## src/rtl/core_host_pkg.sv

```systemverilog
// Shared types and helpers for the HW3 image-core host driver.
package core_host_pkg;

  typedef enum logic [2:0] {
    IDLE     = 3'd0,
    WAIT_RDY = 3'd1,
    ISSUE    = 3'd2,
    LOAD     = 3'd3,
    DONE     = 3'd4
  } state_e;

  localparam int ERR_W = 16;

  // Source for "no mismatch seen yet" markers; callers slice to their width.
  localparam logic [31:0] NO_ERR = 32'hFFFF_FFFF;

  // Error counter increment that sticks at all-ones.
  function automatic logic [ERR_W-1:0] sat_inc(input logic [ERR_W-1:0] v);
    if (v == {ERR_W{1'b1}}) begin
      sat_inc = v;
    end else begin
      sat_inc = v + 16'd1;
    end
  endfunction

  // States in which a run is in progress.
  function automatic logic is_busy(input state_e s);
    case (s)
      WAIT_RDY, ISSUE, LOAD: is_busy = 1'b1;
      default:               is_busy = 1'b0;
    endcase
  endfunction

endpackage

```

## src/rtl/core_host_driver_scoreboard.sv

```systemverilog
// Scores every core output beat against the golden ROM.
// Keeps the golden index, a saturating mismatch count and the first failing index.
module core_scoreboard
  import core_host_pkg::*;
#(
  parameter int OUT_W      = 14,
  parameter int GOLD_DEPTH = 4096
) (
  input  logic                          i_clk,
  input  logic                          i_rst_n,
  input  logic                          i_clr,
  input  logic                          i_out_valid,
  input  logic [OUT_W-1:0]              i_out_data,
  input  logic [OUT_W-1:0]              i_gold_rom,
  output logic [$clog2(GOLD_DEPTH)-1:0] o_gold_addr,
  output logic [ERR_W-1:0]              o_err_cnt,
  output logic [$clog2(GOLD_DEPTH):0]   o_first_err
);

  localparam int GA_W = $clog2(GOLD_DEPTH);
  localparam logic [GA_W:0] GA_END  = (GA_W+1)'(GOLD_DEPTH);
  localparam logic [GA_W:0] FE_NONE = NO_ERR[GA_W:0];
  localparam logic [GA_W:0] GA_ONE  = (GA_W+1)'(1);

  logic [GA_W:0]      gold_q, gold_d;
  logic [ERR_W-1:0]   err_q, err_d;
  logic [GA_W:0]      first_q, first_d;
  logic               mism_s;

  // Score the current beat; a start clear overrides the score of a coincident beat.
  always_comb begin
    gold_d  = gold_q;
    err_d   = err_q;
    first_d = first_q;
    mism_s  = 1'b0;
    if (i_out_valid) begin
      // Past the end of the golden image every beat is a mismatch.
      if (gold_q == GA_END) begin
        mism_s = 1'b1;
      end else begin
        mism_s = (i_out_data != i_gold_rom);
      end
    end else begin
      mism_s = 1'b0;
    end

    if (i_clr) begin
      gold_d  = '0;
      err_d   = '0;
      first_d = FE_NONE;
    end else if (i_out_valid) begin
      if (mism_s) begin
        err_d = sat_inc(err_q);
        if (first_q == FE_NONE) begin
          first_d = gold_q;
        end else begin
          first_d = first_q;
        end
      end else begin
        err_d   = err_q;
        first_d = first_q;
      end
      if (gold_q != GA_END) begin
        gold_d = gold_q + GA_ONE;
      end else begin
        gold_d = gold_q;
      end
    end else begin
      gold_d  = gold_q;
      err_d   = err_q;
      first_d = first_q;
    end
  end

  // Scoreboard state registers.
  always_ff @(posedge i_clk or negedge i_rst_n) begin
    if (!i_rst_n) begin
      gold_q  <= '0;
      err_q   <= '0;
      first_q <= FE_NONE;
    end else begin
      gold_q  <= gold_d;
      err_q   <= err_d;
      first_q <= first_d;
    end
  end

  assign o_gold_addr = gold_q[GA_W-1:0];
  assign o_err_cnt   = err_q;
  assign o_first_err = first_q;

endmodule

```

## src/rtl/core_host_driver.sv

```systemverilog
// Host for the HW3 image core: issues ops from an op ROM, streams input
// images on LOAD ops, and scores core output through core_scoreboard.
module core_host_driver
  import core_host_pkg::*;
#(
  parameter int IN_W       = 8,
  parameter int OUT_W      = 14,
  parameter int OP_W       = 4,
  parameter int IN_DEPTH   = 2048,
  parameter int OP_DEPTH   = 1024,
  parameter int GOLD_DEPTH = 4096,
  parameter int LOAD_OP    = 0,
  parameter int TIMEOUT    = 65535
) (
  input  logic                          i_clk,
  input  logic                          i_rst_n,
  input  logic                          i_start,
  input  logic [$clog2(OP_DEPTH):0]     i_op_num,
  output logic [$clog2(OP_DEPTH)-1:0]   o_op_addr,
  input  logic [OP_W-1:0]               i_op_rom,
  output logic [$clog2(IN_DEPTH)-1:0]   o_in_addr,
  input  logic [IN_W-1:0]               i_in_rom,
  output logic [$clog2(GOLD_DEPTH)-1:0] o_gold_addr,
  input  logic [OUT_W-1:0]              i_gold_rom,
  input  logic                          i_op_ready,
  output logic                          o_op_valid,
  output logic [OP_W-1:0]               o_op_mode,
  input  logic                          i_in_ready,
  output logic                          o_in_valid,
  output logic [IN_W-1:0]               o_in_data,
  input  logic                          i_out_valid,
  input  logic [OUT_W-1:0]              i_out_data,
  output logic                          o_busy,
  output logic                          o_done,
  output logic                          o_timeout,
  output logic [ERR_W-1:0]              o_err_cnt,
  output logic [$clog2(GOLD_DEPTH):0]   o_first_err
);

  localparam int OPA_W = $clog2(OP_DEPTH);
  localparam int INA_W = $clog2(IN_DEPTH);
  localparam int WD_W  = (TIMEOUT > 1) ? $clog2(TIMEOUT) : 1;
  localparam logic [OPA_W:0]   OP_ONE   = (OPA_W+1)'(1);
  localparam logic [INA_W-1:0] IN_ONE   = INA_W'(1);
  localparam logic [INA_W-1:0] IN_LAST  = INA_W'(IN_DEPTH - 1);
  localparam logic [WD_W-1:0]  WD_ONE   = WD_W'(1);
  localparam logic [WD_W-1:0]  WD_FIRE  = WD_W'(TIMEOUT - 1);
  localparam logic [OP_W-1:0]  LOAD_M   = OP_W'(LOAD_OP);

  state_e            state_q, state_d;
  logic [OPA_W:0]    op_cnt_q, op_cnt_d;
  logic [INA_W-1:0]  in_addr_q, in_addr_d;
  logic [WD_W-1:0]   wd_q, wd_d;
  logic [OP_W-1:0]   op_mode_q, op_mode_d;
  logic              op_valid_q, op_valid_d;
  logic              in_valid_q, in_valid_d;
  logic              busy_q, busy_d;
  logic              done_q, done_d;
  logic              timeout_q, timeout_d;
  logic              start_ok_s;
  logic              wd_clr_s;

  assign start_ok_s = i_start && ((state_q == IDLE) || (state_q == DONE));

  // Next-state, counters, watchdog and registered output strobes.
  always_comb begin
    state_d   = state_q;
    op_cnt_d  = op_cnt_q;
    in_addr_d = in_addr_q;
    op_mode_d = op_mode_q;
    timeout_d = timeout_q;
    wd_clr_s  = 1'b0;

    case (state_q)
      IDLE, DONE: begin
        if (start_ok_s) begin
          state_d   = WAIT_RDY;
          op_cnt_d  = '0;
          in_addr_d = '0;
          timeout_d = 1'b0;
        end else begin
          state_d = state_q;
        end
      end
      WAIT_RDY: begin
        if (op_cnt_q == i_op_num) begin
          state_d = DONE;
        end else if (i_op_ready) begin
          state_d   = ISSUE;
          op_mode_d = i_op_rom;
        end else begin
          state_d = WAIT_RDY;
        end
      end
      ISSUE: begin
        // Single-cycle strobe; op_ready is not looked at here, so no double issue.
        wd_clr_s = 1'b1;
        op_cnt_d = op_cnt_q + OP_ONE;
        if (op_mode_q == LOAD_M) begin
          state_d = LOAD;
        end else begin
          state_d = WAIT_RDY;
        end
      end
      LOAD: begin
        if (i_in_ready) begin
          wd_clr_s = 1'b1;
          if (in_addr_q == IN_LAST) begin
            in_addr_d = '0;
            state_d   = WAIT_RDY;
          end else begin
            in_addr_d = in_addr_q + IN_ONE;
            state_d   = LOAD;
          end
        end else begin
          state_d = LOAD;
        end
      end
      default: begin
        state_d = IDLE;
      end
    endcase

    if (i_out_valid || ((state_d == WAIT_RDY) && (state_q != WAIT_RDY))) begin
      wd_clr_s = 1'b1;
    end else begin
      wd_clr_s = wd_clr_s;
    end

    // Watchdog abort: a run that makes no progress for TIMEOUT cycles ends in DONE.
    if ((TIMEOUT != 0) && is_busy(state_q) && !wd_clr_s &&
        (wd_q == WD_FIRE) && (state_d != DONE)) begin
      state_d   = DONE;
      timeout_d = 1'b1;
    end else begin
      timeout_d = timeout_d;
    end

    if (!is_busy(state_q) || wd_clr_s) begin
      wd_d = '0;
    end else if (wd_q != {WD_W{1'b1}}) begin
      wd_d = wd_q + WD_ONE;
    end else begin
      wd_d = wd_q;
    end

    op_valid_d = (state_d == ISSUE);
    in_valid_d = (state_d == LOAD);
    busy_d     = is_busy(state_d);
    done_d     = (state_d == DONE);
  end

  // Driver state and registered outputs.
  always_ff @(posedge i_clk or negedge i_rst_n) begin
    if (!i_rst_n) begin
      state_q    <= IDLE;
      op_cnt_q   <= '0;
      in_addr_q  <= '0;
      wd_q       <= '0;
      op_mode_q  <= '0;
      op_valid_q <= 1'b0;
      in_valid_q <= 1'b0;
      busy_q     <= 1'b0;
      done_q     <= 1'b0;
      timeout_q  <= 1'b0;
    end else begin
      state_q    <= state_d;
      op_cnt_q   <= op_cnt_d;
      in_addr_q  <= in_addr_d;
      wd_q       <= wd_d;
      op_mode_q  <= op_mode_d;
      op_valid_q <= op_valid_d;
      in_valid_q <= in_valid_d;
      busy_q     <= busy_d;
      done_q     <= done_d;
      timeout_q  <= timeout_d;
    end
  end

  core_scoreboard #(
    .OUT_W      (OUT_W),
    .GOLD_DEPTH (GOLD_DEPTH)
  ) u_scoreboard (
    .i_clk       (i_clk),
    .i_rst_n     (i_rst_n),
    .i_clr       (start_ok_s),
    .i_out_valid (i_out_valid),
    .i_out_data  (i_out_data),
    .i_gold_rom  (i_gold_rom),
    .o_gold_addr (o_gold_addr),
    .o_err_cnt   (o_err_cnt),
    .o_first_err (o_first_err)
  );

  assign o_op_addr  = op_cnt_q[OPA_W-1:0];
  assign o_in_addr  = in_addr_q;
  assign o_op_valid = op_valid_q;
  assign o_op_mode  = op_mode_q;
  assign o_in_valid = in_valid_q;
  // Data ROM is combinational on o_in_addr; gate so idle cycles show zero.
  assign o_in_data  = in_valid_q ? i_in_rom : {IN_W{1'b0}};
  assign o_busy     = busy_q;
  assign o_done     = done_q;
  assign o_timeout  = timeout_q;

endmodule
```

## config.mk

```make
export PLATFORM = sky130hd
export DESIGN_NAME = core_host_driver
export DESIGN_NICKNAME = d
export VERILOG_FILES = /design/src/rtl/core_host_pkg.sv /design/src/rtl/core_host_driver_scoreboard.sv /design/src/rtl/core_host_driver.sv
export SDC_FILE = /design/constraint.sdc
export NUM_CORES = 1
export LEC_CHECK = 0
export ABC_AREA = 1
export ABC_CLOCK_PERIOD_IN_PS = 4440
export CORE_ASPECT_RATIO = 0.5
export CORE_MARGIN = 2
export CORE_UTILIZATION = 54
export DETAILED_ROUTE_END_ITERATION = 10
export GPL_TIMING_DRIVEN = 0
export PLACE_DENSITY = 0.86
export SYNTH_ARGS = -nofsm -noshare
export SYNTH_HDL_FRONTEND = slang
export SYNTH_SLANG_ARGS = --single-unit
```

## constraint.sdc

```tcl
create_clock -name i_clk -period 4.44 [get_ports i_clk]
set_input_delay 0.888 -clock i_clk [delete_from_list [all_inputs] [get_ports i_clk]]
set_output_delay 0.888 -clock i_clk [all_outputs]
set_load 0.02 [all_outputs]
```

; ---- Word-level counts from Yosys, hierarchy flattened
; Cells that the tools add are included.
[op_classes]
n_reduce_logical = 31
n_eq_ne = 23
mul = 0
muxes = 37
shift = 0
n_div = 0
order_cmp = 0
n_addsub = 5
bitwise_logic = 1
[ops]
columns = operator, count
row1 = 16-bit two-way mux, 6
row2 = 13-bit two-way mux, 7
row3 = 11-bit case mux with 2 select lines, 2
row4 = 11-bit two-way mux, 3
row5 = "16-bit by 1-bit adder with 16-bit output, second input constant", 2
row6 = "16-bit equality test, second input constant", 2
row7 = "13-bit equality test, second input constant", 2
row8 = "11-bit by 1-bit adder with 11-bit output, second input constant", 2
row9 = 2-bit nonzero test, 9
row10 = "16-bit != test, second input constant", 1
row11 = 14-bit != test, 1
row12 = "13-bit by 1-bit adder with 13-bit output, second input constant", 1
row13 = "13-bit != test, second input constant", 1
row14 = "3-bit by 2-bit equality test with 1-bit output, second input constant", 4
row15 = 3-bit two-way mux, 4
row16 = 3-bit case mux with 4 select lines, 1
row17 = 3-bit AND reduction, 4
row18 = 11-bit equality test, 1
row19 = "11-bit equality test, second input constant", 1
row20 = "3-bit by 1-bit equality test with 1-bit output, second input constant", 3
row21 = 1-bit two-way mux, 9
row22 = 8-bit two-way mux, 1
row23 = "3-bit equality test, second input constant", 2
row24 = 2-bit two-way mux, 3
row25 = other kinds (13), 25
[word_totals]
input_bits = 57
n_memories = 0
wordCells = 110
latch_bits = 0
register_bits = 92
rom_bits = 0
output_inout_bits = 79
mem_bits_rw = 0

; ---- Logic depth before layout (Yosys ltp)
[depth]
depth_word = 17
depth_mapped = 12
ltp_nobuf = 12

; ---- Modules after synthesis
; Synthesis repeated with hierarchy kept, for this count alone.
[unflattened]
cells_unflattened = 782
hier_area_um2 = 5850.6
[modules_own_cells]
columns = mod, cells_each, area_per_inst_um2, seq_area_each_um2, instances
row1 = core_host_driver, 389, 3001.6, 1251.2, 1
row2 = core_scoreboard, 393, 2849.0, 1067.3, 1

; ---- Worst setup path after synthesis
; Ideal clock, no wire load.
[synth_path]
kind = input-to-output
from = input port i_in_rom[0]
to = output port o_in_data[0]
setup_slack_ns = 2.480
n_path_buf = 0
arrival_ns = 1.072
path_stages = 2
required_ns = 3.552
cell_sequence = nand2_1 inv_1
[synth_via]
elab_chain_len = 1
[synth_rtl]
columns = item, line_no
row1 = start: declaration, core_host_driver.sv:22  ; input logic [IN_W-1:0] i_in_rom,
row2 = 8-bit two-way mux, core_host_driver.sv:201  ; assign o_in_data = in_valid_q ? i_in_rom : {IN_W{1'b0}};
row3 = end: declaration, core_host_driver.sv:30  ; output logic [IN_W-1:0] o_in_data,
; No other way between the ends.

; ---- Worst setup path in the final report
[layout_path]
from = input port i_in_rom[1]
to = output port o_in_data[1]
; The elaborated chain is that of the path after synthesis.

==> results.toml <==
[detailed_routing]
dr_wl_met2_um = 7260
wl_per_cell_um = 13.7
top_layer = "met4"
vias = 5595
wl_met3_um = 958
ant_nets = 0
drc_errors = 0
drt-met1-wl_um = 5970
drt_iter0_drc = 334
first_pass_iters = 5
vias_per_cell = 5.30
wirelength_um = 14400

[layout]
regArea_sq_um = 2320
layout.nets = 975
multiInputGateArea_sq_um = 2670
final_common_cell = "nand2_1"
syn_to_final_growth_pct = 32.4
fin_cells = 1056
num-fill-cells = 791
post_route_cells_drive_above_1_share_pct = 9.61
final_util_pct = 73.1
layout_common_cells = "193 x nand2_1, 133 x clkdlybuf4s50_1, 94 x inv_1"
antenna_cells = 0

[die]
die_area_sq_um = 11300
start_util_pct = 55.2
rows = 26
fp.dieH_um = 76.0
core_sq_um = 10100
die_x_um = 148
io-pin-count = 136

[timing]
timing.final.ws_setup_ns = 1.48
max_slew_margin_pct = 64.3
max_freq_mhz = 337
worstMarginPinSlew_ns = 0.536
hold_viol_final = 0
setup_viol = 0
rsz0062_at_grt = "no"
finalCritPeriodShare_pct = 66.7
skew_ns = 0.0109
finalMaxSlewViolations = 0
holdWs_ns = 0.474
period_minus_slack_ns = 2.96

[synth]
ys.warnings.count = 0
synth_top_family_by_area = "simple AND/OR/NAND/NOR gates"
syn_nets = 829
syn_area_sq_um = 5600
synth_cell_types = 35
synthMuxAreaShare_pct = 0
yosysSeqAreaShare_pct = 41.4
ys_ff_latch = 92
synth_compound_area_share_pct = 6.97
synthCells = 765
synth_fa_ha_area_share_pct = 1.56
synth.avg_cell_area_sq_um = 7.32
synth-xor-area-share_pct = 5.16
yosys.area_share.simple_pct = 34.0

[pwr]
leakage_nw = 3.56
total_power_mw = 2.53
p_per_area_nw_per_um2 = 341
peakVddDrop_v = 0.000239

[placed_design]
dp_hpwl_um = 11000
port_buffers = 134
post-place-ws_ns = 1.46
dp_cells = 1040
gp_congestion = 0.911

[global_routing]
grt_pass1_wl_um = 24200
grt_use_total_pct = 26.4
grt_max_degree = 56
grt_pass1_vias = 5327
antenna_found_initial = 0
overflow = 0

[cts]
cts_buffer_depth = 2
cts_tree = "built"
clk_latency_ns = 0.35
clkTransAtPathRegs_ns = 0.07
cts-root-buf = "clkbuf_16"
cts_made_buffers = 9
htreeDepth = 3
cts_resized = 0
clkSinkCount = 92
cts_setup_buffers = 0
hold_buffers = 0

[setup_path]
startpoint_type = "input pin"
critPathKind = "in -> out"
crit_arrival_ns = 2.08
end_kind = "output pin"
critPathMaxFanout = 1
required_ns = 3.55

[run_status]
outcome = "finished, final reports clean"

[flow_run]
drv_cap = 0

[worst_hold_path]
min_path_type = "reg -> reg"
## worst max-delay path, cell delays in order
cell             delay (ns)
clkdlybuf4s50_1        0.45
nand2_1                0.05
inv_1                  0.07
clkdlybuf4s50_1        0.61
## through the flow
| stage | setup TNS [ns] | area [sq um] |
|---|---|---|
| after floorplan | 0 | 5600 |
| after detailed placement | 0 | 7140 |
| after global placement | -66.94 | 7120 |
| after CTS | 0 | 7420 |
| final | 0 | 7420 |
| after global routing | 0 | 7420 |
## layout make-up
class,count,area share [%]
inverters,96,4.86
well taps,140,2.36
plain buffers,41,3.42
flip-flops and latches,92,31.3
repair buffers,135,18.4
clock inverters,7,0.658
multi-input cells,536,36.0
clock buffers,9,3.04
## state kept, by name, summed over array words and instances, names as in the netlist
| name | flops |
|---|---|
| u_scoreboard.gold_q | 13 |
| o_op_valid | 1 |
| wd_q | 16 |
| o_busy | 1 |
| o_op_mode | 4 |
| o_in_valid | 1 |
| o_in_addr | 11 |
| u_scoreboard.o_err_cnt | 16 |
| state_q | 3 |
| o_timeout | 1 |
| o_done | 1 |
| u_scoreboard.o_first_err | 13 |
| op_cnt_q | 11 |
## report_power, final
group	switching [mW]	total, mW	internal [mW]
Sequential	0.128	1.06	0.928
Combinational	0.391	0.747	0.356
Clock	0.347	0.729	0.382
Total	0.866	2.53	1.67
## cell families (layout without fill, tap and decap cells)
kind of cell	after synthesis	after routing
AOI/OAI and AO/OA	69	69
xor gates and xnor gates	33	33
DFF	92	92
adders and majority gates	7	7
buffers and inverters	137	288
and+or+nand+nor	427	427
## Yosys cell counts, drive strengths merged
cell type,count,area [sq um]
buf,29,209
inv,96,360
a31o,6,52.6
o21ai,35,175
nand3,66,348
dfrtp,79,1980
clkbuf,12,45.0
a211oi,1,7.51
dfstp,13,342
a21boi,1,7.51
a21oi,16,80.1
xor2,26,228
and3,1,6.26
a22oi,1,7.51
or2,8,50.1
a31oi,2,12.5
nor3b,2,15.0
o31ai,2,15.0
xnor2,7,61.3
nor2,86,333
nor3,28,151
ha,7,87.6
nand2,198,761
o21a,1,7.51
o22ai,4,25.0
nand4,38,238
## final timing paths
check / start / end / depth (start not counted) / slack, ns
min in group asynchronous: i_rst_n / o_busy$_DFF_PN0_ / 1 / 0.50
min: u_scoreboard.o_first_err[7]$_DFFE_PN1P_ / u_scoreboard.o_first_err[7]$_DFFE_PN1P_ / 2 / 0.47
max in group asynchronous: i_rst_n / u_scoreboard.o_first_err[0]$_DFFE_PN1P_ / 2 / 3.25
min reg2reg: u_scoreboard.o_first_err[7]$_DFFE_PN1P_ / u_scoreboard.o_first_err[7]$_DFFE_PN1P_ / 2 / 0.47
max reg2reg: u_scoreboard.gold_q[0]$_DFFE_PN0P_ / u_scoreboard.o_err_cnt[9]$_DFFE_PN0P_ / 11 / 2.35
max: i_in_rom[1] / o_in_data[1] / 4 / 1.48
## routing by layer
metal	up-vias	global-route usage (%)
met5	-	0
met4	0	8.19
met3	24	6.29
met2	184	47.1
met1	2634	31.8
li1	2753	-
(Power assumes the default switching activity.)
